### config.mk
export PLATFORM = sky130hd
export DESIGN_NAME = cond_logic
export DESIGN_NICKNAME = d
export VERILOG_FILES = /design/src/rtl/cond_logic_pkg.sv /design/src/rtl/cond_logic_check.sv /design/src/rtl/cond_logic.sv
export SDC_FILE = /design/constraint.sdc
export NUM_CORES = 1
export LEC_CHECK = 0
export CORE_MARGIN = 5
export CORE_UTILIZATION = 25
export DETAILED_ROUTE_END_ITERATION = 7
export PLACE_DENSITY_LB_ADDON = 0.25
export SETUP_SLACK_MARGIN = 0.2
export SLEW_MARGIN = 20
export SYNTH_ARGS = -nofsm -noshare
export SYNTH_HDL_FRONTEND = slang
export SYNTH_HIERARCHICAL = 1
export SYNTH_SLANG_ARGS = --single-unit
export TNS_END_PERCENT = 30
### constraint.sdc
create_clock -name clk -period 3.33 [get_ports clk]
set_clock_uncertainty 0.1 [all_clocks]
set_input_delay 0.8325 -clock clk [delete_from_list [all_inputs] [get_ports clk]]
set_output_delay 0.8325 -clock clk [all_outputs]
set_load 0.02 [all_outputs]
### src/rtl/cond_logic_pkg.sv
// cond_logic_pkg: shared types and constants for the conditional-execution unit.
//   cond_e  - the 16 ARM condition-field encodings (instruction bits [31:28])
//   FLAG_*  - bit positions of N, Z, C and V inside a flags_t word
//   flags_t - architectural flag word {N,Z,C,V}
package cond_logic_pkg;

  typedef enum logic [3:0] {
    COND_EQ = 4'b0000,
    COND_NE = 4'b0001,
    COND_CS = 4'b0010,
    COND_CC = 4'b0011,
    COND_MI = 4'b0100,
    COND_PL = 4'b0101,
    COND_VS = 4'b0110,
    COND_VC = 4'b0111,
    COND_HI = 4'b1000,
    COND_LS = 4'b1001,
    COND_GE = 4'b1010,
    COND_LT = 4'b1011,
    COND_GT = 4'b1100,
    COND_LE = 4'b1101,
    COND_AL = 4'b1110,
    COND_NV = 4'b1111
  } cond_e;

  localparam int unsigned FLAG_N = 3;
  localparam int unsigned FLAG_Z = 2;
  localparam int unsigned FLAG_C = 1;
  localparam int unsigned FLAG_V = 0;

  typedef logic [3:0] flags_t;

endpackage

### src/rtl/cond_logic_check.sv
// cond_check: combinational evaluation of an instruction condition field.
// Ports:
//   Cond   in  4  condition field
//   flags  in  4  current architectural flags {N,Z,C,V}
//   CondEx out 1  condition passed
// Build option: COND_NV_EN makes Cond=1111 unconditional; otherwise it is "never".
module cond_check
  import cond_logic_pkg::*;
(
  input  logic [3:0] Cond,
  input  flags_t     flags,
  output logic       CondEx
);

  logic n, z, c, v;

  assign n = flags[FLAG_N];
  assign z = flags[FLAG_Z];
  assign c = flags[FLAG_C];
  assign v = flags[FLAG_V];

  always_comb begin
    CondEx = 1'b0;
    case (cond_e'(Cond))
      COND_EQ: CondEx = z;
      COND_NE: CondEx = ~z;
      COND_CS: CondEx = c;
      COND_CC: CondEx = ~c;
      COND_MI: CondEx = n;
      COND_PL: CondEx = ~n;
      COND_VS: CondEx = v;
      COND_VC: CondEx = ~v;
      COND_HI: CondEx = c & ~z;
      COND_LS: CondEx = ~c | z;
      COND_GE: CondEx = (n == v);
      COND_LT: CondEx = (n != v);
      COND_GT: CondEx = ~z & (n == v);
      COND_LE: CondEx = z | (n != v);
      COND_AL: CondEx = 1'b1;
`ifdef COND_NV_EN
      COND_NV: CondEx = 1'b1;
`else
      COND_NV: CondEx = 1'b0;
`endif
      default: CondEx = 1'b0;
    endcase
  end

endmodule

### src/rtl/cond_logic.sv
// cond_logic: conditional-execution unit between the control decoder and the
// datapath write enables. Gates PC/register/memory writes by the condition
// result and holds the NZCV flag register.
// Ports:
//   clk       in  1  clock, rising edge
//   reset     in  1  synchronous active-low reset
//   Cond      in  4  instruction condition field
//   ALUFlags  in  4  ALU result flags {N,Z,C,V}
//   prevFlags in  4  current architectural flags used for evaluation
//   FlagW     in  2  [1] update N,Z; [0] update C,V
//   PCS/RegW/MemW in 1  decoder write requests
//   PCSrc/RegWrite/MemWrite out 1  gated write enables (0 while reset is low)
//   CondEx    out 1  condition passed
//   FlagsX    out 4  registered flags {N,Z,C,V}
// Build option: COND_NV_EN (see cond_check) selects the meaning of Cond=1111.
module cond_logic
  import cond_logic_pkg::*;
(
  input  logic       clk,
  input  logic       reset,
  input  logic [3:0] Cond,
  input  logic [3:0] ALUFlags,
  input  logic [3:0] prevFlags,
  input  logic [1:0] FlagW,
  input  logic       PCS,
  input  logic       RegW,
  input  logic       MemW,
  output logic       PCSrc,
  output logic       RegWrite,
  output logic       MemWrite,
  output logic       CondEx,
  output logic [3:0] FlagsX
);

  flags_t flags_d, flags_q;
  logic   cond_ex;

  cond_check u_cond_check (
    .Cond   (Cond),
    .flags  (prevFlags),
    .CondEx (cond_ex)
  );

  assign CondEx = cond_ex;

  // Enables are held low combinationally for the whole time reset is asserted.
  assign PCSrc    = PCS  & cond_ex & reset;
  assign RegWrite = RegW & cond_ex & reset;
  assign MemWrite = MemW & cond_ex & reset;

  // A failed condition reloads prevFlags, so flags never change on a skipped op.
  always_comb begin
    flags_d = prevFlags;
    if (FlagW[1] && cond_ex) begin
      flags_d[FLAG_N] = ALUFlags[FLAG_N];
      flags_d[FLAG_Z] = ALUFlags[FLAG_Z];
    end
    if (FlagW[0] && cond_ex) begin
      flags_d[FLAG_C] = ALUFlags[FLAG_C];
      flags_d[FLAG_V] = ALUFlags[FLAG_V];
    end
  end

  always_ff @(posedge clk) begin
    if (!reset) flags_q <= '0;
    else        flags_q <= flags_d;
  end

  assign FlagsX = flags_q;

endmodule

# Word level (Yosys, flattened, before mapping)
# Index checks and enable logic that the tools add are counted.
# Widths: inputs -> output; s select.
[classes]
bitwise = 14
mux = 3
reduce_logical = 3
eq_ne = 17
[ops]
columns = ["cell", "n"]
rows = [
  ["$eq 4x4->1 const B", 8],
  ["$eq 4x3->1 const B", 4],
  ["$pmux 1 s16", 1],
  ["$and 1x1->1", 8],
  ["$eq 4x2->1 const B", 2],
  ["$eq 4x1->1 const B", 1],
  ["$logic_not 4->1", 1],
  ["$mux 2", 2],
  ["$not 1->1", 4],
  ["$logic_and 1x1->1", 2],
  ["$or 1x1->1", 2],
  ["$eq 1x1->1", 1],
  ["$ne 1x1->1", 1],
]
[totals]
elab_cells = 38
ff_bits = 4

# Depth between registers and ports, before layout
# Gate-level depths: netlist of the first run.
[logic_depth]
ltp_word = 5
depth_mapped = 8
mapped_depth_nobuf = 7

# Cells and area by module
# Netlist of the first run, hierarchy kept.
[modules_own_cells]
columns = ["mod", "cells_each", "area_per_inst_um2", "instances", "seq_area_each_um2"]
rows = [
  ["cond_logic", 22, 182.7, 1, 80.1],
  ["cond_check", 23, 155.1, 1, 0.0],
]

# Worst setup path before layout of the first run
# Ideal clock, no wire load.
[synth_path]
path_type = "input to output"
start = "in prevFlags[3]"
end = "out MemWrite"
t_required_ps = 2398
slack_ps = -205
cell_stages = 6
arrival_time_ps = 2602
path_buffers = 0
path_cell_list = "xor2_1 > xor2_1 > a2111oi_1 > a311oi_1 > o22ai_1 > and3_2"
[synth_between]
elab_chain_len = 5
word_cells_on_any_way = 8
cone_classes = "2 x eq/ne; 1 x mux; 5 x bitwise"
[synth_rtl]
columns = ["element", "line", "source"]
rows = [
  ["from (decl)", "cond_logic.sv:23", "input logic [3:0] prevFlags,"],
  ["$ne 1x1->1 or $eq 1x1->1 (tied branches)", "-", ""],
  ["$or 1x1->1 or $and 1x1->1 (tied branches)", "cond_logic_check.sv:38, cond_logic_check.sv:37", ""],
  ["$pmux 1 s16 (*)", "cond_logic_check.sv:24", "case (cond_e'(Cond))"],
  ["net CondEx", "cond_logic.sv:31", "output logic CondEx,"],
  ["$and 1x1->1 (*) (2 in series)", "cond_logic.sv:49", "assign MemWrite = MemW & cond_ex & reset;"],
  ["to (decl)", "cond_logic.sv:30", "output logic MemWrite,"],
]
# Mark *: on every way through the listed nets, which the timed path passes. The rest lies on a longest branch.

# Worst setup path after layout of the first run
[layout_path]
start = "in Cond[0]"
end = "out RegWrite"
[layout_between]
elab_chain_len = 4
word_cells_on_any_way = 19
cone_classes = "15 x eq/ne; 1 x mux; 2 x bitwise; 1 x reduce/logical"
[layout_rtl]
columns = ["element", "line", "source"]
rows = [
  ["from (decl)", "cond_logic.sv:21", "input logic [3:0] Cond,"],
  ["$eq 4x4->1 (tied with other cells)", "cond_logic_check.sv:24", ""],
  ["$pmux 1 s16 (*)", "cond_logic_check.sv:24", ""],
  ["$and 1x1->1 (*) (2 in series)", "cond_logic.sv:48", "assign RegWrite = RegW & cond_ex & reset;"],
  ["to (decl)", "cond_logic.sv:29", "output logic RegWrite,"],
]
# Mark *: on every way between the ends. The rest lies on a longest branch, timed or not.

==> summary.txt, run 1 <==
Detailed routing
  – # DRC: 0
  – Met2 wire length: 713 um
  – 1st-iter DRT viols: 7
  – Post-DRT Antenna Nets: 0
  – Post-Route WL: 1.23 mm
  – DR vias: about 480
  – Drt first pass iters: 2
  – Met1 Wirelength: 439 um
  – Highest metal used: met3
  – Avg WL per Cell: roughly 12 um
  – Via density: roughly 4.8
  – WL met3: around 70 um

STA
  – Slew @ Worst Pin: ~340 ps
  – Slew Viols, Final: 0
  – RSZ-0062 raised after global routing: yes
  – Final hold violation count: 0
  – Crit path time final: about 3200 ps
  – Setup TNS: 0 ps
  – Final setup violation count: 0
  – Slew headroom: about 77%
  – F_max: ~0.31 GHz
  – Period utilization: between 90% and 100%

Synthesis
  – Top post-synthesis cells by area: dfxtp_1, xor2_1, nand4_1
  – Yosys top cell area share: 23.7%
  – Post-synth ARST share: 0%
  – Post-synth EDFFs: 0
  – Synth Instances: 45
  – FF+latch count, synth: 4
  – Top FF cell, synth: dfxtp_1
  – Yosys top cell by area: dfxtp_1
  – Post-synthesis sequential area ratio: roughly a quarter
  – Distinct cells, synth: 26
  – Netlist Area Pre-Place: between 300 and 400 um2
  – Syn Area/Cell: 7.51 um2
  – Syn nets: between 60 and 70
  – Synth Warn #: 6

Clock tree
  – # H-tree levels: 1
  – CTS buffer count: 3
  – Root buffer cell: clkbuf_4
  – Max Root-Sink Buffers: 2
  – TritonCTS clock tree: built
  – Reg clk slew, reported paths: 30 ps
  – Clock sinks: 4

Finish
  – Diodes inserted: 0
  – Area delta synth->final: 140%
  – Layout cells sized above 1: ~48%
  – Final instance area: about 800 um2
  – Max FFs per register: 4
  – Layout Nets: ~110

Setup path
  – Critical-path cell list: buf_6, nor2b_2, a211oi_2, a2111oi_4, a311oi_2, o22ai_2, and3_4, buf_6
  – CP startpoint kind: primary input
  – Slowest CP cell: a211oi_2
  – Critical path type: primary input to primary output
  – Most common cell on crit path: buf_6
  – Critical path's top delay family: compound AO/OA/AOI/OAI gates
  – Crit path buf inv count: 2
  – CP arrival: between 2000 and 2500 ps
  – Worst EP required: 2400 ps
  – Setup crit end kind: primary output
  – Max FO, Critical Path: 7
  – Crit path largest cell delay: a little under 300 ps

Floorplan
  – Chip Width: 46.8 um
  – Core ar.: 0.00128 mm2
  – Num ports: 27
  – Die area: around 0.0022 mm2
  – Initial Util: between 20% and 30%
  – Std-Cell Rows: 13
  – Die Y: around 47 um

Power
  – Net Sw Power: 0.0715 mW
  – Clock power frac: between 20% and 30%
  – Static Leak: around 0.33 nW
  – P_int: 0.159 mW
  – Peak supply drop: approximately 0.00011 V
  – Switching share of power: just over 30%
  – Sequential share of power: between 20% and 30%
  – PwrDens: ~290 mW/mm2
  – Logic pwr share: 51.2%

Hold path
  – Hold path depth: 3
  – Worst hold start: prevFlags[1]
  – Hold EP: FlagsX[1]
  – HP Class: primary input to flop

GRT
  – GR Overflow Total: 0
  – Vias in the first global route: 480
  – Antenna violations before repair: 0
  – GRT Util Overall: between 10% and 20%
  – First-pass GRT wire length: 1.90 mm
  – Largest net degree at the start of global routing: 9

Status
  – Status: finished, final reports clean

Placed design
  – DP Wirelength: 915 um
  – Routability cong.: around 0.80
  – IO Port Bufs: 26
  – Cell Area, Placed: between 700 and 800 um2

Run
  – Max Cap Viol: 0
[worst max path at each step]
stage,from,endpoint,slack (ps),cells past startpoint
2_1_floorplan,prevFlags[3],PCSrc,120,6
3_3_place_gp,Cond[0],PCSrc,-790,8
3_5_place_dp,prevFlags[3],PCSrc,-830,8
4_1_cts,prevFlags[0],MemWrite,170,8
5_1_grt,prevFlags[0],PCSrc,40,8
6_report,Cond[0],RegWrite,100,8
[cell type report]
class | instances | area [um2]
Fill cell | 125 | 475
Timing Repair Buffer | 39 | 359
Multi-Input combinational cell | 37 | 325
Sequential cell | 4 | 80.1
Clock buffer | 3 | 22.5
Tap cell | 15 | 18.8
Inverter | 1 | 3.75
[cell usage after synthesis, types with 2 or more instances]
cell type	n
a21oi_1	3
nand2_1	4
nor2_1	2
xor2_1	3
o21ai_1	4
dfxtp_1	4
nand4_1	4
and3_2	3
[routing by layer]
metal | up-vias | track usage, %
li1 | 243 | -
met1 | 221 | 12.2
met2 | 12 | 22.2
met3 | 0 | 1.92
met4 | 0 | 7.18
met5 | - | 0
[power by group through the flow]
stage | logic [mW] | registers [mW] | clock network, mW
floorplan | 0.0406 | 0.0603 | 0
global placement | 0.104 | 0.0543 | 0
detailed placement | 0.104 | 0.0545 | 0
CTS | 0.115 | 0.0537 | 0.0610
global route | 0.127 | 0.0539 | 0.0623
finish | 0.118 | 0.0536 | 0.0590
[repair_timing]
item / 4_1_cts / 5_1_grt
buffers inserted: 2 / 0
setup endpoints to repair: 4 / 4
pin swaps: 9 / 10
gates resized for setup: 58 / 7
hold buffers: 0 / 0
[worst min-delay path, stage by stage]
cell,delay [ps]
buf_2,130
nand2_1,70
o21ai_1,50
[stage by stage]
stage	cells	hold WS [ps]	worst slack (ps)	utilization, %	power [mW]
2_1_floorplan	45	865	125	-	0.101
3_3_place_gp	94	1320	-794	56.2	0.158
3_5_place_dp	94	1320	-832	56.2	0.159
4_1_cts	99	784	171	62.2	0.230
5_1_grt	99	828	41.3	63.0	0.243
6_report	99	795	97.4	63.0	0.231
[cell usage in the layout (no fill, tap or decap), drive strengths merged]
master         instances
xor2                   3
mux2i                  1
xnor2                  1
a211oi                 1
clkbuf                 4
dfxtp                  4
and2                   2
nand2b                 1
and3                   3
o21ai                  5
o22ai                  1
clkdlybuf4s50         14
nor2                   2
nor4b                  1
dlygate4sd2            2
a2111oi                1
nand4                  4
clkdlybuf4s15          1
inv                    1
a311oi                 1
o22a                   1
nor3                   1
nor2b                  1
buf                   21
a21oi                  3
nand2                  4
[logic make-up after synthesis]
kind of cell           share of synthesized area, %
AND/OR/NAND/NOR                                33.0
XOR/XNOR                                       10.4
multiplexers                                   2.96
buffers and inverters                          5.92
AO/OA/AOI/OAI                                  24.1
flip-flops                                     23.7
No activity file was read; power rests on OpenSTA's default activity.
==> run 2, diff against run 1 <==
- clock period: 3.33 -> 4.05 ns (I/O delays scaled with it)
==> summary.txt, run 2 (synthesis gave the netlist of run 1 again) <==
STA
  – Final hold violation count: 0 (unchanged)
  – Period utilization: 92.9%
  – Final setup violation count: 0 (unchanged)
  – Slew headroom: 75.1% (-2.1 points)
  – Hold Slack: 1100 ps (+307 ps)
  – Slew @ Worst Pin: 372 ps (+35.1 ps)
  – Crit path time final: between 3000 and 4000 ps
  – RSZ-0062 raised after global routing: no
  – Slew Viols, Final: 0 (unchanged)
  – F_max: roughly 0.27 GHz

Finish
  – Most frequent cells in the layout: clkdlybuf4s50_1, buf_4, dlygate4sd2_1
  – Area delta synth->final: 120%
  – Post-layout util: 57.8% (-5.2 points)
  – Layout cells sized above 1: 34.1% (-13 points)
  – Layout Nets: 103 (-1.9%)
  – Fill cell count: 131 (+4.8%)
  – Most common cell after layout, fill and taps aside: clkdlybuf4s50_1
  – Final instance area: 743 um2 (-8.2%)
  – Max FFs per register: 4 (unchanged)
  – Diodes inserted: 0 (unchanged)

Detailed routing
  – # DRC: 0 (unchanged)
  – 1st-iter DRT viols: 5 (-2)
  – Via density: 4.96 (+3.1%)
  – Avg WL per Cell: 12.5 um (+1.4%)
  – DR vias: 481 (+1.1%)
  – Post-DRT Antenna Nets: 0 (unchanged)
  – Post-Route WL: 1.22 mm (-0.65%)
  – Drt first pass iters: 4 (+2)

Clock tree
  – Root buffer cell: clkbuf_4
  – Reg clk slew, reported paths: 40 ps (about the same)
  – Number of buffers inserted by hold repair at cts: 0 (unchanged)
  – Clock sinks: 4 (unchanged)
  – TritonCTS clock tree: built
  – # H-tree levels: 1 (unchanged)
  – CTS buffer count: 3 (unchanged)
  – Max Root-Sink Buffers: 2 (unchanged)

GRT
  – Largest net degree at the start of global routing: 12 (+3)
  – First-pass GRT wire length: 1.96 mm (+3.3%)
  – GRT Util Overall: 12.7% (+0.76 points)
  – Vias in the first global route: 512 (+6.7%)
  – Antenna violations before repair: 0 (unchanged)
  – GR Overflow Total: 0 (unchanged)

Status
  – Status: finished, final reports clean

Hold path
  – HP Class: primary input to flop
  – Hold path depth: 4 (+1)

Floorplan
  – Num ports: 27 (unchanged)
  – Chip Width: 46.8 um (unchanged)
  – Die area: 0.00219 mm2 (unchanged)
  – Std-Cell Rows: 13 (unchanged)
  – Core ar.: 0.00128 mm2 (unchanged)
  – Initial Util: 26.3% (unchanged)
  – Die Y: 46.8 um (unchanged)

Setup path
  – Worst EP required: 2940 ps (+540 ps)
  – Critical path type: primary input to primary output
  – CP arrival: 2650 ps (+350 ps)
  – Setup crit end kind: primary output
  – Max FO, Critical Path: 5 (-2)
  – CP startpoint kind: primary input

Placed design
  – Cell Area, Placed: 682 um2 (-5.5%)
  – Routability cong.: 0.798 (-0.88%)
  – IO Port Bufs: 26 (unchanged)
  – DP Wirelength: 923 um (+0.83%)

Power
  – Peak supply drop: 0.0000856 V (-19%)
  – PwrDens: 243 mW/mm2 (-15%)
  – Total Power: 0.180 mW (-22%)
  – Static Leak: 0.315 nW (-4.6%)

Run
  – Max Cap Viol: 0 (unchanged)
[run 2: what timing repair did]
item | 4_1_cts | 5_1_grt
setup endpoints to repair | 4 | 4
gates resized for setup | 29 | 6
pin swaps | 6 | 6
buffers inserted | 1 | 0
[run 2: report_power, final]
part | internal (mW) | switching, mW
logic | 0.0483 | 0.0389
clock network | 0.0331 | 0.0162
registers | 0.0433 | 0.000726
total | 0.125 | 0.0558
[run 2: metal layers]
metal	GRT usage (%)	vias to the layer above	share of wire, %
li1	-	243	-
met2	23.3	18	54
met4	10.5	0	2.9
met1	12.4	216	36
met3	1.53	4	7.7
met5	0	-	0
[run 2: final timing paths]
path | endpoint | start | slack, ps
worst min-delay path | FlagsX[2] | prevFlags[2] | 1100
worst max-delay path | RegWrite | prevFlags[0] | 290
[run 2: layout make-up]
cell class | count | area [um2] | share of cell area, %
Clock buffer | 3 | 22.5 | 3.03
Inverter | 1 | 3.75 | 0.505
Multi-Input combinational cell | 37 | 288 | 38.7
Sequential cell | 4 | 80.1 | 10.8
Tap cell | 15 | 18.8 | 2.53
Timing Repair Buffer | 37 | 330 | 44.4
[run 2: critical path: stages]
cell and delay, ps:
dlygate4sd2_1 250, xor2_1 180, xor2_1 190, a2111oi_2 390
a311oi_2 90, o22ai_4 180, and3_4 210, buf_4 130
[run 2: per-stage QoR]
step	TNS, ps	setup slack [ps]	std cells
2_1_floorplan	0	455	45
3_3_place_gp	-1250	-331	93
3_5_place_dp	-1460	-385	93
4_1_cts	0	206	97
5_1_grt	0	205	97
6_report	0	286	97
